`config.mk`:
```
export PLATFORM = sky130hd
export DESIGN_NAME = ieee_hyp_ctrl_flat
export DESIGN_NICKNAME = d
export VERILOG_FILES = /design/src/rtl/ieee_pkg.sv /design/src/rtl/ieee_hyp_ctrl_if.sv /design/src/rtl/fix_to_float.sv /design/src/rtl/ieee_hyp_ctrl.sv /design/src/flat_wrapper.sv
export SDC_FILE = /design/constraint.sdc
export NUM_CORES = 1
export LEC_CHECK = 0
export CORE_ASPECT_RATIO = 1.2
export CORE_MARGIN = 1
export CORE_UTILIZATION = 45
export DETAILED_ROUTE_END_ITERATION = 12
export PLACE_DENSITY = 0.7
export RECOVER_POWER = 25
export SETUP_SLACK_MARGIN = 0.4
export SLEW_MARGIN = 20
export SYNTH_ARGS = -nofsm -noshare
export SYNTH_HDL_FRONTEND = slang
export SYNTH_SLANG_ARGS = --single-unit
```
`constraint.sdc`:
```
create_clock -name clk -period 7.8 [get_ports clk]
set_input_delay 0.78 -clock clk [delete_from_list [all_inputs] [get_ports clk]]
set_output_delay 0.78 -clock clk [all_outputs]
set_load 0.01 [all_outputs]
```
`src/rtl/ieee_pkg.sv`:
```
// Shared IEEE-754 single-precision constants and the controller FSM state type.
package ieee_pkg;

  localparam int FP_EXP_BIAS = 127;
  localparam int FP_MANT_W   = 23;
  localparam int FP_EXP_W    = 8;

  localparam logic [31:0] FP_POS_ZERO = 32'h0000_0000;
  localparam logic [31:0] FP_ONE      = 32'h3F80_0000;

  typedef enum logic [2:0] {
    StIdle,
    StConv,
    StStart,
    StWaitCore,
    StPackE,
    StPackS,
    StPackC,
    StDone
  } hyp_state_e;

endpackage

```
`src/rtl/ieee_hyp_ctrl_if.sv`:
```
// Float-domain user handshake of the hyperbolic controller: operand in, three results out.
interface ieee_hyp_ctrl_if;

  logic [31:0] in_x;
  logic        in_stb;
  logic        in_ack;
  logic [31:0] out_epx;
  logic [31:0] out_sinhx;
  logic [31:0] out_coshx;
  logic        out_stb;
  logic        out_ack;
  logic        in_ovf;
  logic        busy;

  modport master (
    output in_x, in_stb, out_ack,
    input  in_ack, out_epx, out_sinhx, out_coshx, out_stb, in_ovf, busy
  );

  modport slave (
    input  in_x, in_stb, out_ack,
    output in_ack, out_epx, out_sinhx, out_coshx, out_stb, in_ovf, busy
  );

endinterface

```
`src/rtl/fix_to_float.sv`:
```
// Combinational signed fixed-point (FRAC fraction bits) to IEEE-754 single conversion,
// round to nearest, ties to even.
module fix_to_float
  import ieee_pkg::*;
#(
  parameter int unsigned WIDTH = 32,
  parameter int unsigned FRAC  = 16
) (
  input  logic [WIDTH-1:0] fix,
  output logic [31:0]      flt
);

  logic                sign;
  logic [WIDTH:0]      mag;
  logic [5:0]          lead;
  logic [6:0]          sh;
  logic [63:0]         norm;
  logic                round_up;
  logic [FP_MANT_W:0]  mant_r;
  logic [FP_EXP_W-1:0] exp_v;

  always_comb begin
    sign = fix[WIDTH-1];
    // One extra bit so the most negative value has a representable magnitude.
    mag  = sign ? -{fix[WIDTH-1], fix} : {1'b0, fix};

    lead = '0;
    for (int i = 0; i <= int'(WIDTH); i++) begin
      if (mag[i]) lead = 6'(i);
    end

    // Shift the leading one out of the top so the fraction is left-aligned in norm.
    sh       = 7'd64 - {1'b0, lead};
    norm     = 64'(mag) << sh;
    round_up = norm[40] & ((|norm[39:0]) | norm[41]);
    mant_r   = {1'b0, norm[63:41]} + 24'(round_up);
    exp_v    = 8'(int'(lead) - int'(FRAC) + FP_EXP_BIAS) + 8'(mant_r[FP_MANT_W]);

    if (fix == '0) begin
      flt = FP_POS_ZERO;
    end else begin
      flt = {sign, exp_v, mant_r[FP_MANT_W-1:0]};
    end
  end

endmodule

```
`src/rtl/ieee_hyp_ctrl.sv`:
```
// IEEE-754 front/back end for the fixed-point hyperbolic CORDIC core: float-to-fixed on
// entry, one shared fixed-to-float converter time-multiplexed over the three results.
module ieee_hyp_ctrl
  import ieee_pkg::*;
#(
  parameter int unsigned WIDTH = 32,
  parameter int unsigned FRAC  = 16
) (
  input  logic             clk,
  input  logic             rst,
  ieee_hyp_ctrl_if.slave   bus,
  output logic [WIDTH-1:0] core_x,
  output logic             core_en,
  input  logic [WIDTH-1:0] core_epx,
  input  logic [WIDTH-1:0] core_sinhx,
  input  logic [WIDTH-1:0] core_coshx,
  input  logic             core_valid
);

  localparam logic [WIDTH-1:0] FIX_MAX    = {1'b0, {(WIDTH-1){1'b1}}};
  localparam int               SHIFT_BASE = int'(FRAC) - FP_EXP_BIAS - FP_MANT_W;

  hyp_state_e       state_q, state_d;
  logic [31:0]      x_q;
  logic [WIDTH-1:0] core_x_q;
  logic             ovf_q;
  logic [WIDTH-1:0] res_e_q, res_s_q, res_c_q;
  logic [31:0]      out_e_q, out_s_q, out_c_q;

  // Float-to-fixed of the latched operand.
  logic [23:0]      mant24;
  logic [63:0]      mag64;
  logic             f2x_ovf;
  logic [WIDTH-1:0] sat_mag;
  logic [WIDTH-1:0] f2x_val;
  int               shamt;
  int               rsh;

  always_comb begin
    mant24  = {1'b1, x_q[22:0]};
    mag64   = '0;
    f2x_ovf = 1'b0;
    shamt   = int'(x_q[30:23]) + SHIFT_BASE;
    rsh     = -shamt;
    if (x_q[30:23] == 8'hFF) begin
      f2x_ovf = 1'b1;
    end else if (x_q[30:23] != 8'h00) begin
      // A leading one at bit 63 or above is far beyond any WIDTH we support.
      if (shamt >= 40) begin
        f2x_ovf = 1'b1;
      end else if (shamt >= 0) begin
        mag64 = 64'(mant24) << shamt[5:0];
      end else if (shamt > -24) begin
        mag64 = 64'(mant24) >> rsh[4:0];
      end
      if (mag64 > 64'(FIX_MAX)) f2x_ovf = 1'b1;
    end
    sat_mag = f2x_ovf ? FIX_MAX : mag64[WIDTH-1:0];
    f2x_val = x_q[31] ? -sat_mag : sat_mag;
  end

  // Shared converter input, selected by the pack phase.
  logic [WIDTH-1:0] conv_in;
  logic [31:0]      conv_out;

  always_comb begin
    conv_in = res_c_q;
    unique case (state_q)
      StPackE: conv_in = res_e_q;
      StPackS: conv_in = res_s_q;
      default: conv_in = res_c_q;
    endcase
  end

  fix_to_float #(
    .WIDTH (WIDTH),
    .FRAC  (FRAC)
  ) u_fix_to_float (
    .fix (conv_in),
    .flt (conv_out)
  );

  always_comb begin
    state_d = state_q;
    unique case (state_q)
      StIdle:     if (bus.in_stb) state_d = StConv;
      StConv:     state_d = StStart;
      StStart:    state_d = StWaitCore;
      StWaitCore: if (core_valid) state_d = StPackE;
      StPackE:    state_d = StPackS;
      StPackS:    state_d = StPackC;
      StPackC:    state_d = StDone;
      StDone:     if (bus.out_ack) state_d = StIdle;
      default:    state_d = StIdle;
    endcase
  end

  always_ff @(posedge clk) begin
    if (rst) begin
      state_q  <= StIdle;
      x_q      <= '0;
      core_x_q <= '0;
      ovf_q    <= 1'b0;
      res_e_q  <= '0;
      res_s_q  <= '0;
      res_c_q  <= '0;
      out_e_q  <= '0;
      out_s_q  <= '0;
      out_c_q  <= '0;
    end else begin
      state_q <= state_d;
      if (state_q == StIdle && bus.in_stb) x_q <= bus.in_x;
      if (state_q == StConv) begin
        core_x_q <= f2x_val;
        ovf_q    <= f2x_ovf;
      end
      if (state_q == StWaitCore && core_valid) begin
        res_e_q <= core_epx;
        res_s_q <= core_sinhx;
        res_c_q <= core_coshx;
      end
      if (state_q == StPackE) out_e_q <= conv_out;
      if (state_q == StPackS) out_s_q <= conv_out;
      if (state_q == StPackC) out_c_q <= conv_out;
    end
  end

  // in_ack is masked during reset so it reads 0 while rst is held.
  assign bus.in_ack    = (state_q == StIdle) & ~rst;
  assign bus.busy      = (state_q != StIdle);
  assign bus.out_stb   = (state_q == StDone);
  assign bus.in_ovf    = ovf_q;
  assign bus.out_epx   = out_e_q;
  assign bus.out_sinhx = out_s_q;
  assign bus.out_coshx = out_c_q;
  assign core_x        = core_x_q;
  assign core_en       = (state_q == StStart);

endmodule
```
`src/flat_wrapper.sv`:
```
// flat-port wrapper written by rule: the top's interface ports become plain ports
module ieee_hyp_ctrl_flat import ieee_pkg::*;
#(
  parameter int unsigned WIDTH = 32,
  parameter int unsigned FRAC  = 16
)
  (clk, rst, core_x, core_en, core_epx, core_sinhx, core_coshx, core_valid, bus_in_x, bus_in_stb, bus_out_ack, bus_in_ack, bus_out_epx, bus_out_sinhx, bus_out_coshx, bus_out_stb, bus_in_ovf, bus_busy);
  ieee_hyp_ctrl_if bus_i ();
  input  logic clk;
  input  logic rst;
  output logic [WIDTH-1:0] core_x;
  output logic core_en;
  input  logic [WIDTH-1:0] core_epx;
  input  logic [WIDTH-1:0] core_sinhx;
  input  logic [WIDTH-1:0] core_coshx;
  input  logic core_valid;
  input wire logic [$bits(bus_i.in_x)-1:0] bus_in_x;
  input wire logic [$bits(bus_i.in_stb)-1:0] bus_in_stb;
  input wire logic [$bits(bus_i.out_ack)-1:0] bus_out_ack;
  output wire logic [$bits(bus_i.in_ack)-1:0] bus_in_ack;
  output wire logic [$bits(bus_i.out_epx)-1:0] bus_out_epx;
  output wire logic [$bits(bus_i.out_sinhx)-1:0] bus_out_sinhx;
  output wire logic [$bits(bus_i.out_coshx)-1:0] bus_out_coshx;
  output wire logic [$bits(bus_i.out_stb)-1:0] bus_out_stb;
  output wire logic [$bits(bus_i.in_ovf)-1:0] bus_in_ovf;
  output wire logic [$bits(bus_i.busy)-1:0] bus_busy;
  assign bus_i.in_x = bus_in_x;
  assign bus_i.in_stb = bus_in_stb;
  assign bus_i.out_ack = bus_out_ack;
  assign bus_in_ack = bus_i.in_ack;
  assign bus_out_epx = bus_i.out_epx;
  assign bus_out_sinhx = bus_i.out_sinhx;
  assign bus_out_coshx = bus_i.out_coshx;
  assign bus_out_stb = bus_i.out_stb;
  assign bus_in_ovf = bus_i.in_ovf;
  assign bus_busy = bus_i.busy;
  ieee_hyp_ctrl #(.WIDTH(WIDTH), .FRAC(FRAC)) u_core (.clk(clk), .rst(rst), .bus(bus_i), .core_x(core_x), .core_en(core_en), .core_epx(core_epx), .core_sinhx(core_sinhx), .core_coshx(core_coshx), .core_valid(core_valid));
endmodule
```
-- Word-level counts from Yosys, hierarchy flattened
Index checks and enable logic that the tools add are counted.
- flip-flop bits (word level): 260
- output and inout bits: 133
- word-level logic and storage cells: 101
- reductions and logical operators: 8
- mux-type cells: 52
- equal/unequal tests: 11
- $lt $le $gt $ge: 4
- shift operators: 3
- bitwise gates (word level): 4
- add/subtract/negate cells: 9
- operators with widths (operator ; count):
    64-bit two-way mux ; 5
    6-bit two-way mux ; 31
    32-bit two-way mux ; 5
    64-bit by 31-bit > comparator with 1-bit output (second input constant) ; 1
    32-bit one-hot mux with 2 select lines ; 1
    24-bit by 6-bit << shifter with 64-bit output ; 1
    33-bit by 7-bit << shifter with 64-bit output ; 1
    24-bit by 5-bit right shift with 64-bit output ; 1
    40-bit OR reduction ; 1
    33-bit two-way mux ; 1
    33-bit negator ; 1
    32-bit logical NOT ; 1
    32-bit negator ; 1
    23-bit by 1-bit adder with 24-bit output ; 1
    3-bit one-hot mux with 8 select lines ; 1
    3-bit equality test (second input constant) ; 4
    9-bit by 9-bit adder with 10-bit output (second input constant) ; 1
    10-bit by 1-bit >= comparator with 1-bit output (second input constant) ; 1
    10-bit by 7-bit >= comparator with 1-bit output (second input constant) ; 1
    10-bit by 6-bit > comparator with 1-bit output (second input constant) ; 1
    3-bit two-way mux ; 3
    7-bit by 8-bit adder with 8-bit output (second input constant) ; 1
    8-bit by 1-bit adder with 8-bit output ; 1
    8-bit equality test (second input constant) ; 1
    other kinds (15) ; 24

-- Longest topological paths before layout
- word-level depth: 44
- mapped depth: 43
- depth with buffers taken out: 35

-- By module
Synthesis repeated with hierarchy kept, for this count alone.
- cells, all modules: 2731
- area, all modules: 19875.3 µm²
- modules (own cells, without submodules) (module ; area an instance (µm²) ; sequential area each (µm²) ; instances ; cells each):
    ieee_hyp_ctrl ; 14871.8 ; 5205.0 ; 1 ; 1954
    fix_to_float ; 5003.5 ; 0.0 ; 1 ; 777

-- Worst setup path after synthesis
OpenSTA, ideal clock, no wires.
- kind: register to register
- from: register u_core.state_q[0]
- to: register u_core.out_c_q[27] (netlist: u_core.bus.out_coshx[27])
- setup slack: -459 ps
- library setup time: 70 ps
- arrival: 8189 ps
- cell stages (with the launch flop): 41
- buffers on the path: 7
- required time: 7730 ps
- cells stage by stage: dfxtp_1 -> buf_6 -> mux2_2 -> nand2_1 -> nand2_1 -> inv_1 -> clkbuf_1 -> ha_1 -> and4_1 -> o211ai_2 -> nor4_1 -> buf_4 -> a41oi_1 -> xnor2_2 -> nor3_1 -> nand2_1 -> o21ai_1 -> clkinv_1 -> (+5 left out) -> o31ai_2 -> nor3_4 -> buf_6 -> buf_4 -> a2111oi_0 -> a21oi_1 -> o211ai_1 -> o22ai_1 -> nor4b_4 -> nand3b_1 -> nor2_1 -> nand3_1 -> ha_1 -> ha_1 -> and3_1 -> a211oi_1 -> nand2_1 -> a21oi_1
- word-level cells in the longest chain between the ends: 44
- ends and longest elaborated chain (element ; RTL line ; text):
    start, declared ; ieee_hyp_ctrl.sv:23 ; hyp_state_e state_q, state_d;
    start signal, assigned ; ieee_hyp_ctrl.sv:100 ; state_q <= StIdle;
    start signal, assigned ; ieee_hyp_ctrl.sv:111 ; state_q <= state_d;
    3-bit equality test ; ieee_hyp_ctrl.sv:68 ; unique case (state_q)
    32-bit one-hot mux with 2 select lines ; ieee_hyp_ctrl.sv:68 ;
    33-bit negator ; fix_to_float.sv:25 ; mag = sign ? -{fix[WIDTH-1], fix} : {1'b0, fix};
    33-bit two-way mux ; fix_to_float.sv:25 ;
    1-bit two-way mux ; fix_to_float.sv:29 ; if (mag[i]) lead = 6'(i);
    6-bit two-way mux (31 in a row) ; fix_to_float.sv:29 ;
    7-bit by 6-bit subtractor with 7-bit output ; fix_to_float.sv:33 ; sh = 7'd64 - {1'b0, lead};
    33-bit by 7-bit << shifter with 64-bit output ; fix_to_float.sv:34 ; norm = 64'(mag) << sh;
    40-bit OR reduction ; fix_to_float.sv:35 ; round_up = norm[40] & ((|norm[39:0]) | norm[41]);
    1-bit OR ; fix_to_float.sv:35 ;
    1-bit bitwise AND ; fix_to_float.sv:35 ;
    23-bit by 1-bit adder with 24-bit output ; fix_to_float.sv:36 ; mant_r = {1'b0, norm[63:41]} + 24'(round_up);
    8-bit by 1-bit adder with 8-bit output ; fix_to_float.sv:37 ; exp_v = 8'(int'(lead) - int'(FRAC) + FP_EXP_BIAS) + 8'(mant_r[FP_MANT_W]);
    32-bit two-way mux ; fix_to_float.sv:39 ; if (fix == '0) begin
    end signal, assigned ; ieee_hyp_ctrl.sv:124 ; if (state_q == StPackC) out_c_q <= conv_out;
    end, declared ; ieee_hyp_ctrl.sv:28 ; logic [31:0] out_e_q, out_s_q, out_c_q;
Several ways; a longest one is shown, not always the timed one.
A chain may end at the register's enable or synchronous reset.

-- Final worst setup path
Ends and elaborated chain as after synthesis.

==> results.sh <==
export IMPL_min_period_ps=7231
export IMPL_maxCapViolCount=4
export IMPL_synth_compound_area_share_pct=23.74
export IMPL_dieWidth_um=191.7
export IMPL_first_iter_violations=1914
export IMPL_synth_top_area_cell="dfxtp_1"
export IMPL_grt_pass1_wl_um=117700
export IMPL_clock_latency_ps=570
export IMPL_cpPeakStageDelay_ps=570
export IMPL_worst_path_max_fanout=7
export IMPL_drc=0
export IMPL_fin_skew_ps=29.36
export IMPL_slowest_stage="nor4_1"
export IMPL_path_clk_slew_ps=60
export IMPL_gp_congestion=0.9830
export IMPL_cts_htree_levels=1
export IMPL_ir_drop_v=0.0002590
export IMPL_utilization_pct=59.68
export IMPL_synthesis_area_mm2=0.01943
export IMPL_r2r_start="u_core.state_q[0]$_SDFFE_PP0P_"
export IMPL_path_class="reg2reg"
export IMPL_rsz0062_at_grt="no"
export IMPL_wl_per_cell_um=22.49
export IMPL_synth_top_area_share_pct=26.79
export IMPL_holdCritPathClass="reg2reg"
export IMPL_viasPerCell=6.226
export IMPL_yosys_top_cells_area="dfxtp_1 (27%), nand2_1 (10%), a21oi_1 (7.4%)"
export IMPL_p_per_area_mw_per_mm2=211.5
export IMPL_status="complete, but fails checks"
export IMPL_rows=83
export IMPL_period_share_pct=92.71
export IMPL_crit_arrival_ps=7690
export IMPL_end_kind="register"
export IMPL_grt_max_degree=122
export IMPL_synth_flop_cell="dfxtp_1"
export IMPL_slew_limit_headroom_pct=-122.7
export IMPL_multi_input_area_mm2=0.01399
export IMPL_register_area_mm2=0.005213
export IMPL_synthAdderAreaFrac_pct=0.7726
export IMPL_min_from="u_core.res_e_q[27]$_SDFFE_PP0P_"
export IMPL_drive_above_1_share_pct=18.82
export IMPL_final_common_cell="nand2_1"
export IMPL_num_fill_cells=3939
export IMPL_grt_use_total_pct=34.19
export IMPL_cp_startpoint="u_core.state_q[0]$_SDFFE_PP0P_"
export IMPL_syn_nets=2708
export IMPL_crit_top_cell="buf_4"
export IMPL_start_util_pct=45.53
export IMPL_synth_distinct_cells=104
export IMPL_syn_to_final_growth_pct=31.09
export IMPL_num_io_pins=266
export IMPL_clock_sinks=260
export IMPL_grt_pass1_vias=20163
export IMPL_setup_tns_ps=0
export IMPL_antenna_found_initial=1
export IMPL_worst_pin_slew_ps=3341
export IMPL_grt_overflow=0
export IMPL_p_sw_share_pct=40.26
export IMPL_worst_setup_path_start_kind="register"
export IMPL_dr_pass1_iters=6
export IMPL_synth_area_per_cell_um2=7.582
export IMPL_comb_power_share_pct=48.2
export IMPL_most_common_layout_cells="nand2_1 (511), a21oi_1 (280), dfxtp_1 (256)"
export IMPL_clockBufferDepth=3
export IMPL_synthXorXnorAreaFrac_pct=4.140
export IMPL_ys_seq_area_share_pct=26.79
export IMPL_hold_viol=0
export IMPL_vias=21548
export IMPL_violations="max-capacitance violations, max-slew violations"
export IMPL_synth_edf_count=0
export IMPL_cts_tree="built"
export IMPL_syn_inst=2563
export IMPL_finalSetupViolCount=0
export IMPL_p_leak_nw=9.217
export IMPL_die_y_um=229.6
export IMPL_p_int_w=0.003219
export IMPL_numCtsBuffers=28
export IMPL_antenna_left=0
export IMPL_synth_top_family_by_area="simple AND/OR/NAND/NOR gates"
export IMPL_pwr_share_clk_pct=25.5
export IMPL_drv_slew=292
export IMPL_dpl_hpwl_um=59560
export IMPL_finalNetCount=3034
export IMPL_seq_power_share_pct=26.2
export IMPL_cts_root_buf="clkbuf_16"
export IMPL_drt_wl_total_um=77850
export IMPL_async_flop_share_pct=0
export IMPL_numPortBuffers=265
export IMPL_synth_seq_cells=260
export IMPL_fmax_mhz=138.3
export IMPL_synth_simple_gate_area_share_pct=25.37
export IMPL_p_sw_w=0.002169
export IMPL_ys_warn_count=0
export IMPL_cp_required_ps=8260
export IMPL_dieArea_mm2=0.04402
export IMPL_muxShareOfSynthArea_pct=14.22
export IMPL_core_mm2=0.04268
## power by group through the flow
stage                     sequential, W  clock, W  combinational (W)
final                           0.00141   0.00138            0.00260
after CTS                       0.00141   0.00139            0.00234
after global placement          0.00144         0            0.00232
after floorplan                 0.00142         0            0.00142
after global routing            0.00142   0.00145            0.00273
after detailed placement        0.00144         0            0.00231
## final timing paths
path	end	slack, ps	cells after the start
max	u_core.bus.out_coshx[27]$_SDFFE_PP0P_	570	32
min	u_core.res_e_q[27]$_SDFFE_PP0P_	450	2
max reg2reg	u_core.bus.out_coshx[27]$_SDFFE_PP0P_	570	32
min reg2reg	u_core.res_e_q[27]$_SDFFE_PP0P_	450	2
## registers in the layout (all words and copies together) (netlist names)
| signal | count |
|---|---|
| u_core.bus.in_ovf | 1 |
| u_core.bus.out_coshx | 32 |
| u_core.bus.out_epx | 32 |
| u_core.bus.out_sinhx | 32 |
| u_core.core_x | 32 |
| u_core.res_c_q | 32 |
| u_core.res_e_q | 32 |
| u_core.res_s_q | 32 |
| u_core.state_q | 3 |
| u_core.x_q | 32 |
## synthesized netlist by cell type (7+ instances only)
cell type,count
mux2i_1,75
nand2b_1,22
nor4_1,26
o21ai_0,87
nand2_1,516
nand3_1,50
xor2_1,32
and2_1,17
or3_1,18
ha_1,12
o32ai_1,7
a211o_1,9
nor3_1,65
o22ai_1,21
o211ai_1,23
o31ai_1,17
and4_1,7
o311ai_0,7
buf_1,18
inv_1,21
o211a_1,11
clkbuf_1,136
mux2_2,57
nor2_1,223
a41oi_1,10
buf_6,9
dfxtp_1,260
or2_2,13
xnor2_1,58
and3_1,17
a31oi_1,30
mux4_2,49
nand4_1,26
o311ai_1,7
nand3b_1,21
a211oi_1,83
a21oi_1,287
buf_2,23
a21o_1,9
mux2i_2,17
## repair_timing
action,4_1_cts,5_1_grt
pin swaps,1,44
hold buffers,0,0
gates cloned,0,1
buffers inserted,2,42
gates resized for setup,12,97
endpoints found under the setup margin,20,48
## through the flow
stage / total power [W] / instances / setup WS [ps] / cell area [um2] / hold WS, ps
after CTS: 0.005149 / 3415 / 416.7 / 24630 / 453.5
after global placement: 0.003761 / 3365 / 319.5 / 23610 / 439.5
after floorplan: 0.002843 / 2563 / 407.7 / 19720 / 432.2
after detailed placement: 0.003755 / 3365 / 176.9 / 23610 / 443.9
final: 0.005388 / 3461 / 568.7 / 25470 / 454.1
after global routing: 0.005596 / 3460 / 233.3 / 25470 / 466.4
## kinds of logic after synthesis
logic type	after synthesis
XOR/XNOR	91
AND/OR/NAND/NOR	1068
flip-flops	260
buffers and inverters	219
AO/OA/AOI/OAI	713
adder cells (fa/ha/maj)	12
multiplexers	200
## metal layers
layer | part of all wire, % | track usage, %
met2 | 48 | 56.52
met3 | 6.0 | 3.938
met4 | 5.2 | 16.64
met1 | 41 | 43.82
met5 | 0 | 0
## final cells by class
type	count	share of cell area [%]
repair buffers	492	17.80
inverters	23	0.3537
multi-input cells	2084	54.93
well taps	552	2.711
flip-flops and latches	260	20.46
diodes	2	0.01965
clock buffers	39	3.227
clock inverters	9	0.4961
## critical path: cells and delay by family, from the launching register on
family	cells	cell delay, ps
compound gates	13	3250
simple gates	10	1560
fa+ha+maj	4	830
mux	2	560
buf+inv	3	550
flops	1	400
Power figures use the tool's default switching activity.
